<file path="config.mk">
export PLATFORM = sky130hd
export DESIGN_NAME = ex_flag_stage
export DESIGN_NICKNAME = d
export VERILOG_FILES = /design/src/rtl/ex_flag_stage.sv
export SDC_FILE = /design/constraint.sdc
export NUM_CORES = 1
export LEC_CHECK = 0
export CORE_MARGIN = 10
export CORE_UTILIZATION = 44
export CTS_CLUSTER_DIAMETER = 150
export DETAILED_ROUTE_END_ITERATION = 16
export GPL_TIMING_DRIVEN = 1
export PLACE_DENSITY = 0.89
export SYNTH_ARGS = -nofsm -noshare
export SYNTH_HDL_FRONTEND = slang
export SYNTH_SLANG_ARGS = --single-unit
</file>
<file path="constraint.sdc">
create_clock -name clk -period 7.75 [get_ports clk]
set_input_delay 1.9375 -clock clk [delete_from_list [all_inputs] [get_ports clk]]
set_output_delay 1.9375 -clock clk [all_outputs]
set_load 0.01 [all_outputs]
</file>
<file path="src/rtl/ex_flag_stage.sv">
// EX-stage flag unit: Z/V/N flag register, branch resolution with same-cycle
// flag bypass, and the EX/MEM result latch with stall/flush control.
module ex_flag_stage #(
    parameter int DW = 16
) (
    input  logic          clk,
    input  logic          rst,
    input  logic          ex_valid,
    input  logic [3:0]    opcode,
    input  logic [DW-1:0] A,
    input  logic [DW-1:0] B,
    input  logic [DW-1:0] alu_res,
    input  logic          stall,
    input  logic          flush,
    input  logic          br_valid,
    input  logic [2:0]    br_cond,
    output logic [DW-1:0] mem_res,
    output logic [3:0]    mem_opcode,
    output logic          mem_valid,
    output logic          flag_z,
    output logic          flag_v,
    output logic          flag_n,
    output logic          br_taken
);

    localparam logic [3:0] OP_ADD = 4'b0000;
    localparam logic [3:0] OP_SUB = 4'b0001;
    localparam logic [3:0] OP_XOR = 4'b0010;
    localparam logic [3:0] OP_SLL = 4'b0100;
    localparam logic [3:0] OP_SRA = 4'b0101;
    localparam logic [3:0] OP_ROR = 4'b0110;

    localparam logic [2:0] BC_NE = 3'b000;
    localparam logic [2:0] BC_EQ = 3'b001;
    localparam logic [2:0] BC_GT = 3'b010;
    localparam logic [2:0] BC_LT = 3'b011;
    localparam logic [2:0] BC_GE = 3'b100;
    localparam logic [2:0] BC_LE = 3'b101;
    localparam logic [2:0] BC_OV = 3'b110;

    logic          commit;
    logic          wr_vn;
    logic          wr_z;
    logic          is_sub;
    logic [DW-1:0] s;
    logic          z_new;
    logic          v_new;
    logic          n_new;
    logic          upd_z;
    logic          upd_vn;
    logic          fz;
    logic          fv;
    logic          fn;
    logic          cond_hit;

    // flush outranks stall: a flushed instruction never commits
    assign commit = ex_valid & ~stall & ~flush;

    always_comb begin
        wr_vn = 1'b0;
        wr_z  = 1'b0;
        unique case (opcode)
            OP_ADD, OP_SUB: begin
                wr_vn = 1'b1;
                wr_z  = 1'b1;
            end
            OP_XOR, OP_SLL, OP_SRA, OP_ROR: wr_z = 1'b1;
            default: ;
        endcase
    end

    // V comes from a private wrapping sum so ALU saturation cannot hide it
    assign is_sub = (opcode == OP_SUB);
    assign s      = is_sub ? (A - B) : (A + B);
    assign v_new  = is_sub ? ((A[DW-1] ^ B[DW-1]) & (s[DW-1] ^ A[DW-1]))
                           : (~(A[DW-1] ^ B[DW-1]) & (s[DW-1] ^ A[DW-1]));
    assign z_new  = (alu_res == '0);
    assign n_new  = alu_res[DW-1];

    assign upd_z  = commit & wr_z;
    assign upd_vn = commit & wr_vn;

    assign fz = upd_z  ? z_new : flag_z;
    assign fv = upd_vn ? v_new : flag_v;
    assign fn = upd_vn ? n_new : flag_n;

    always_comb begin
        cond_hit = 1'b1;
        case (br_cond)
            BC_NE:   cond_hit = ~fz;
            BC_EQ:   cond_hit = fz;
            BC_GT:   cond_hit = ~fz & ~fn;
            BC_LT:   cond_hit = fn;
            BC_GE:   cond_hit = fz | ~fn;
            BC_LE:   cond_hit = fn | fz;
            BC_OV:   cond_hit = fv;
            default: cond_hit = 1'b1;
        endcase
    end

    assign br_taken = ~rst & br_valid & cond_hit;

    always_ff @(posedge clk or posedge rst) begin
        if (rst) begin
            flag_z <= 1'b0;
            flag_v <= 1'b0;
            flag_n <= 1'b0;
        end else begin
            if (upd_z) flag_z <= z_new;
            if (upd_vn) begin
                flag_v <= v_new;
                flag_n <= n_new;
            end
        end
    end

    // flushed slots keep stale res/opcode; only mem_valid matters downstream
    always_ff @(posedge clk or posedge rst) begin
        if (rst) begin
            mem_res    <= '0;
            mem_opcode <= '0;
            mem_valid  <= 1'b0;
        end else if (flush) begin
            mem_valid  <= 1'b0;
        end else if (!stall) begin
            mem_res    <= alu_res;
            mem_opcode <= opcode;
            mem_valid  <= ex_valid;
        end
    end

endmodule

</file>
---- After elaboration in Yosys (flattened, before gate mapping) ----
Cells that the tools add are included.
word-level totals
  bits in registers ....................... 24
  input port bits ......................... 61
  output and inout bits ................... 25
  logic and storage cells ................. 55
cells by class
  add/sub/neg operators ................... 2
  equality and inequality tests ........... 12
  mux-type cells .......................... 10
  bitwise logic cells ..................... 19
  reductions and logical operators ........ 6
operators with widths
  kind                  number
  $add A16 B16 Y16      1
  $logic_not A16 Y1     1
  $mux W16              1
  $sub A16 B16 Y16      1
  $eq A4 B3 Y1 const B  3
  $and A1 B1 Y1         9
  $eq A3 B3 Y1 const B  3
  $mux W1               8
  $pmux W1 S7           1
  $eq A3 B2 Y1 const B  2
  $not A1 Y1            6
  $reduce_or A6 Y1      1
  $eq A4 B1 Y1 const B  1
  $eq A4 B2 Y1 const B  1
  $logic_not A4 Y1      1
  $eq A3 B1 Y1 const B  1
  $logic_not A3 Y1      1
  $ne A2 B1 Y1 const B  1
  $or A1 B1 Y1          2
  $reduce_and A2 Y1     1
  $reduce_or A2 Y1      1
  $xor A1 B1 Y1         2

---- Logic depth before layout (Yosys ltp) ----
Gate-level depths: netlist (run 1).
  depth in word-level cells ............... 9
  mapped depth ............................ 13
  depth with buffers taken out ............ 13

---- Worst setup path after synthesis (run 1) ----
No wires, ideal clock.
  path type ............................... input to output
  start ................................... input port opcode[1]
  end ..................................... output port br_taken
  arrival ................................. 4015 ps
  required time ........................... 5812 ps
  slack ................................... 1798 ps
  stages .................................. 11
  buffers on the path ..................... 1
  cell sequence ........................... nor4b_4 clkbuf_1 a21oi_1 xnor2_1 ha_1 o21ai_0 o21a_1 o31ai_1 a21oi_1 xnor2_1 o21ai_1
on the way
  longest elaborated chain between the ends .. 9
  elaborated cells on any way between the ends .. 27
  those cells by class .................... eq/ne (5); mux (8); bitwise (11); reduce/logical (3)
ends and longest elaborated chain
  item                                                                   line        RTL
  start, declared                                                        9           input logic [3:0] opcode,
  $eq A4 B1 Y1 (tied with other cells)                                   62, 73
  $reduce_or A6 Y1 (no line) / $reduce_or A2 Y1 (equally long branches)  n/a
  $mux W1                                                                62          unique case (opcode)
  $and A1 B1 Y1 (on tied branches)                                       80, 81
  $mux W1                                                                n/a
  $not A1 Y1 (on tied branches)                                          90, 92, 94
  $and A1 B1 Y1 / $or A1 B1 Y1 (equally long branches)                   92, 94
  $pmux W1 S7 (*)                                                        89          case (br_cond)
  $and A1 B1 Y1 (*)                                                      101         assign br_taken = ~rst & br_valid & cond_hit;
  end, declared                                                          23          output logic br_taken
Every way passes the cells marked *; elsewhere a longest branch is shown, timed or not.

---- Worst setup path after layout (run 1) ----
Same ends and word-level chain as after synthesis.

==> impl_metrics.csv, run 1 <==
group,metric,value,unit
logic_synthesis,synth_area_per_cell,10.1,um^2
clock_tree,clock-sinks,24,
clock_tree,cts_setup_buffers,0,
job,drv_cap,0,
routing,antenna_left,0,
outcome,outcome,"finished clean",
sta,finalWorstPathRequiredPeriod,7230,ps
logic_synthesis,synth_common_cells,"dfrtp_1, mux2_2, xnor2_1, ha_1, nor2_1",
clock_tree,clock_path_buffers,2,
min_path,whs_path_depth,1,
die,dieWidth,82.7,um
logic_synthesis,yosysMostFrequentCell,"dfrtp_1",
place,place_area,2660,um^2
logic_synthesis,seq_area_frac_synth,0.347,
sta,rsz0062_at_grt,"false",
die,num_rows,22,
sta,slew_violations,0,
grt,grt_pass1_wl,8420,um
grt,grt_max_degree,26,
sta,fin_crit_sh,0.933,
logic_synthesis,synthDistinctLibCells,38,
layout,layout-drive-gt1-share,0.122,
min_path,hold_path_class,"flip-flop to flip-flop",
routing,vias,1634,
logic_synthesis,syn_area,1730,um^2
setup_path,criticalPathCategory,"primary input to output pin",
die,die_area,6840,um^2
clock_tree,cts_root_buf,"clkbuf_8",
sta,tightest_slew,719,ps
logic_synthesis,synth_edf_count,0,
sta,finalSetupViolCount,0,
setup_path,cp_max_fo,13,
sta,final-hold-violation-count,0,
place,gp_congestion,0.841,
sta,finalHoldWorstSlack,511,ps
clock_tree,cts_resized,0,
clock_tree,cts_buffers,3,
grt,gr-usage-all-layers,0.155,
logic_synthesis,ys.flop_type,"dfrtp_1",
clock_tree,clock_latency,250,ps
routing,drt-initial-drc-count,58,
power,ir_drop,70.9,uV
setup_path,cp-start-kind,"primary input",
layout,fin_nets,339,
die,initial_core_util,0.462,
logic_synthesis,ys_warn_count,0,
setup_path,crit_arrival,5290,ps
die,ios,86,
grt,grt-ovfl-total,0,
routing,dr.pass1.iters,4,
sta,fmax,138,MHz
grt,grt_pass1_vias,1727,
layout,fillerInstances,301,
logic_synthesis,syn_inst,172,
logic_synthesis,yosys_register_bits,24,
sta,finalClockSkew,0,ps
clock_tree,h-tree-depth,1,
power,power.density,143,nW/um^2
layout,post-route-util,0.725,
routing,viasPerCell,5.27,
logic_synthesis,synth_top_area_frac,0.347,
clock_tree,holdBufCountCts,0,
setup_path,reg2reg_slack,6970,ps
routing,drt-total-wl,5210,um
power,p_leak,1.09,nW
place,dp_hpwl,4490,um
sta,finalSetupTns,0,ps
power,power,0.388,mW
place,placement.io_buffers,85,
logic_synthesis,synthTopCellsByArea,"dfrtp_1, mux2_2, ha_1, xnor2_1, a21oi_1",
setup_path,worst-r2r-cell-count,1,
logic_synthesis,synth-async-reset-ratio,1.00,
setup_path,worst-endpoint-required,5810,ps
clock_tree,cts_tree,"built",
layout,area_growth,56.9,%
setup_path,end_kind,"output pin",
routing,post_drt_wl_per_cell,16.8,um
layout,design_area,2710,um^2
routing,drc,0,
die,die_height,82.7,um
grt,antenna_found_initial,0,
die,core-area,3740,um^2
sta,slew_headroom,0.518,
logic_synthesis,yosysTopAreaCell,"dfrtp_1",
layout,num_antenna_cells,0,
clock_tree,clk_pin_slew,90,ps
logic_synthesis,syn-num-nets,248,
-- layer usage --
layer  GRT usage  part of all wire  vias up  routed length, um
met1       0.190              0.43      746               2230
met3      0.0518              0.11        2                566
met5           0                 0        -                  0
met2       0.259              0.46       65               2400
met4      0.0284            0.0019        0                 10
li1            -                 -      821                  -
-- cells in the final DEF, fill, tap and decap left out, types with 2 or more instances in the layout --
master,Yosys,routed
a21o_1,2,2
a21oi_1,12,12
a31oi_1,3,3
buf_4,0,4
clkbuf_8,0,4
clkdlybuf4s50_1,0,85
dfrtp_1,24,24
ha_1,15,15
inv_1,6,6
mux2_2,20,20
mux2i_1,3,3
nand2_1,6,6
nand3_1,4,4
nand3b_1,2,2
nand4_1,3,3
nor2_1,15,15
nor2b_1,2,2
nor3_1,5,5
nor4_1,4,4
o21a_1,2,2
o21ai_0,4,4
o31ai_1,3,3
or4_1,2,2
xnor2_1,16,16
-- power breakdown --
part / switching [mW] / leakage, nW / internal (mW)
clock network: 0.0377 / 0.0288 / 0.0453
registers: 0.00965 / 0.288 / 0.143
logic: 0.0599 / 0.770 / 0.0929
total: 0.107 / 1.09 / 0.281
-- through the flow --
stage | worst slack, ps | cells
floorplan | 1800 | 172
global placement | 596 | 306
detailed placement | 503 | 306
CTS | 496 | 310
global route | 195 | 310
finish | 518 | 310
-- kinds of logic after synthesis --
logic type	Yosys count	synth area share
flip-flops	24	0.347
multiplexers	23	0.148
AND/OR/NAND/NOR	51	0.170
buffers and inverters	9	0.0195
XOR/XNOR	17	0.0861
adder cells (fa/ha/maj)	15	0.109
AO/OA/AOI/OAI	33	0.121
-- path summary, 6_finish.rpt --
path | startpoint | to
setup / recovery | opcode[1] | br_taken
hold / removal | mem_res[6]$_DFFE_PP0P_ | mem_res[6]$_DFFE_PP0P_
setup reg to reg | mem_res[3]$_DFFE_PP0P_ | mem_res[3]$_DFFE_PP0P_
hold reg to reg | mem_res[6]$_DFFE_PP0P_ | mem_res[6]$_DFFE_PP0P_
max in group asynchronous | rst | flag_v$_DFF_PP0_
min in group asynchronous | rst | mem_res[14]$_DFFE_PP0P_
-- flip-flops by register name (all words and copies together) (netlist names) --
signal / count
mem_res: 16
mem_opcode: 4
flag_n: 1
flag_v: 1
flag_z: 1
mem_valid: 1
-- critical path, stage by stage --
cell,delay (ps)
clkdlybuf4s50_1,530
nor4b_4,730
a21oi_1,140
xnor2_1,170
ha_1,310
a211oi_1,290
o21a_1,170
o31ai_1,80
a21oi_1,150
xnor2_1,110
o21ai_1,130
clkdlybuf4s50_1,550
-- final cells by class --
class | count | area, um^2 | share of cell area
clock buffer | 4 | 55.1 | 0.0203
inverter | 6 | 22.5 | 0.00830
timing repair buffer | 89 | 881 | 0.325
sequential | 24 | 601 | 0.221
multi-input combinational | 139 | 1090 | 0.403
tap | 48 | 60.1 | 0.0221
Power figures use the tool's default switching activity.
==> run 2, diff against run 1 <==
--- a/config.mk
+++ b/config.mk
@@ -10,7 +10,7 @@
 export CTS_CLUSTER_DIAMETER = 150
 export DETAILED_ROUTE_END_ITERATION = 16
 export GPL_TIMING_DRIVEN = 1
-export PLACE_DENSITY = 0.89
+export PLACE_DENSITY = 0.87
 export SYNTH_ARGS = -nofsm -noshare
 export SYNTH_HDL_FRONTEND = slang
 export SYNTH_SLANG_ARGS = --single-unit
==> run 2 against run 1 <==
Sequential power barely moved. Routed wire length grew 1.2%. Worst setup slack lost 75 ps. Combinational power about the same. Count of clock-buffer cells in the layout decreased by 1. Clock skew is the same. Die area did not move. Register-to-register slack got worse by 30 ps. Clock power up 31%. Critical path type unchanged. Highest routed layer unchanged.
==> impl_metrics.csv, run 2 (synthesized netlist as in run 1, its figures left out) <==
group,metric,value,unit
outcome,outcome,"finished clean",
sta,slew_headroom,0.467,
die,die_height,82.7,um
sta,finalSetupViolCount,0,
place,place_ws,457,ps
setup_path,r2r_end,"mem_res[6]$_DFFE_PP0P_",
layout,layout-drive-gt1-share,0.122,
clock_tree,cts_setup_buffers,0,
power,power.density,152,nW/um^2
min_path,hold_path_class,"flip-flop to flip-flop",
layout,multi_input_area,1090,um^2
sta,fmax,137,MHz
sta,tightest_slew,797,ps
place,dp_hpwl,4450,um
grt,grt_max_degree,26,
layout,reg_top3,"mem_res (16), mem_opcode (4)",
layout,area.sequential,601,um^2
setup_path,crit_arrival,5370,ps
setup_path,end_kind,"output pin",
grt,gr-usage-all-layers,0.148,
layout,fillerInstances,292,
routing,drt-total-wl,5270,um
clock_tree,holdBufCountCts,0,
routing,antenna_left,0,
clock_tree,cts_resized,0,
setup_path,cp_max_fo,16,
power,p_leak,1.09,nW
sta,fin_crit_sh,0.943,
sta,rsz0062_at_grt,"false",
clock_tree,cts_tree,"built",
clock_tree,clk_pin_slew,80,ps
routing,drt-initial-drc-count,128,
routing,vias,1640,
die,ios,86,
setup_path,criticalPathCategory,"primary input to output pin",
place,gp_congestion,0.829,
setup_path,reg2reg_slack,6940,ps
power,ir_drop,108,uV
setup_path,cp-start-kind,"primary input",
grt,grt_pass1_vias,1666,
clock_tree,clock-sinks,24,
layout,final_common_cell,"clkdlybuf4s50_1",
layout,fin_nets,339,
clock_tree,h-tree-depth,1,
sta,finalWorstPathRequiredPeriod,7310,ps
layout,post-route-util,0.729,
layout,largest_reg_flops,16,
setup_path,r2r_start,"mem_res[6]$_DFFE_PP0P_",
clock_tree,cts_root_buf,"clkbuf_8",
sta,finalClockSkew,0,ps
clock_tree,cts_buffers,3,
die,num_rows,22,
layout,top_register,"mem_res",
sta,worst_slack,444,ps
grt,grt_pass1_wl,7970,um
die,dieWidth,82.7,um
layout,num_antenna_cells,0,
setup_path,worst-r2r-cell-count,1,
sta,final-hold-violation-count,0,
die,core-area,3740,um^2
layout,area_growth,57.9,%
routing,viasPerCell,5.29,
setup_path,crit_start,"opcode[1]",
job,drv_cap,0,
routing,post_drt_wl_per_cell,17.0,um
grt,grt-ovfl-total,0,
place,placement.io_buffers,85,
layout,layout_common_cells,"clkdlybuf4s50_1, dfrtp_1, mux2_2, xnor2_1",
sta,slew_violations,0,
clock_tree,clock_path_buffers,2,
die,initial_core_util,0.462,
setup_path,crit_path_end,"br_taken",
grt,antenna_found_initial,0,
sta,finalSetupTns,0,ps
clock_tree,clock_latency,260,ps
die,die_area,6840,um^2
routing,dr.pass1.iters,5,
setup_path,worst-endpoint-required,5810,ps
routing,drc,0,
[run 2: cell count changes in the layout (fill, tap and decap cells not counted)]
cell | previous run | this run
bufinv_16 | 0 | 1
clkbuf_8 | 4 | 3
[run 2: layout make-up]
cell class,instances,area share
clock buffer,3,0.0151
clock inverter,1,0.0110
inverter,6,0.00825
multi-input combinational,139,0.401
sequential,24,0.220
tap,48,0.0220
timing repair buffer,89,0.323
[run 2: worst max-delay path: stages]
cell and delay [ps]:
clkdlybuf4s50_1 540, nor4b_4 790, a21oi_1 140, xnor2_1 170, ha_1 300, a211oi_1 80, o21a_1 190, o31ai_1 280
a21oi_1 90, xnor2_1 160, o21ai_1 140, clkdlybuf4s50_1 560
[run 2: routing by layer]
layer  global-route usage  vias up  wire [um]
li1                     -      813          -
met1                0.182      748       2320
met2                0.244       75       2330
met3               0.0486        4        584
met4               0.0401        0         36
met5                    0        -          0
[run 2: where the power goes]
| group | switching, mW | total [mW] | internal, mW |
|---|---|---|---|
| registers | 0.00947 | 0.152 | 0.143 |
| logic | 0.0609 | 0.154 | 0.0927 |
| clock network | 0.0400 | 0.109 | 0.0691 |
[run 2: how the worst min path moves through the flow]
stage | depth (start not counted) | slack, ps | to | start
after floorplan | 2 | 520 | flag_v$_DFF_PP0_ | flag_v$_DFF_PP0_
after global placement | 2 | 480 | flag_v$_DFF_PP0_ | flag_v$_DFF_PP0_
after detailed placement | 1 | 490 | mem_res[2]$_DFFE_PP0P_ | mem_res[2]$_DFFE_PP0P_
after CTS | 1 | 510 | mem_res[2]$_DFFE_PP0P_ | mem_res[2]$_DFFE_PP0P_
after global routing | 1 | 530 | mem_res[8]$_DFFE_PP0P_ | mem_res[8]$_DFFE_PP0P_
final | 1 | 510 | mem_res[8]$_DFFE_PP0P_ | mem_res[8]$_DFFE_PP0P_
[run 2: metrics by stage]
| step | cell area [um^2] | cells | total power, mW | hold WS [ps] |
|---|---|---|---|---|
| after floorplan | 1730 | 172 | 0.219 | 523 |
| after detailed placement | 2660 | 306 | 0.309 | 494 |
| after CTS | 2730 | 310 | 0.419 | 514 |
| after global routing | 2730 | 310 | 0.437 | 526 |
| after global placement | 2660 | 306 | 0.303 | 482 |
| final | 2730 | 310 | 0.415 | 513 |
==> run 3, diff against run 2 <==
--- a/config.mk
+++ b/config.mk
@@ -5,12 +5,14 @@
 export SDC_FILE = /design/constraint.sdc
 export NUM_CORES = 1
 export LEC_CHECK = 0
+export CAP_MARGIN = 40
 export CORE_MARGIN = 10
 export CORE_UTILIZATION = 44
 export CTS_CLUSTER_DIAMETER = 150
 export DETAILED_ROUTE_END_ITERATION = 16
 export GPL_TIMING_DRIVEN = 1
 export PLACE_DENSITY = 0.87
+export SLEW_MARGIN = 10
 export SYNTH_ARGS = -nofsm -noshare
 export SYNTH_HDL_FRONTEND = slang
 export SYNTH_SLANG_ARGS = --single-unit
==> results of run 3 <==
No change in the layout: final DEF, timing and power equal those of run 2.
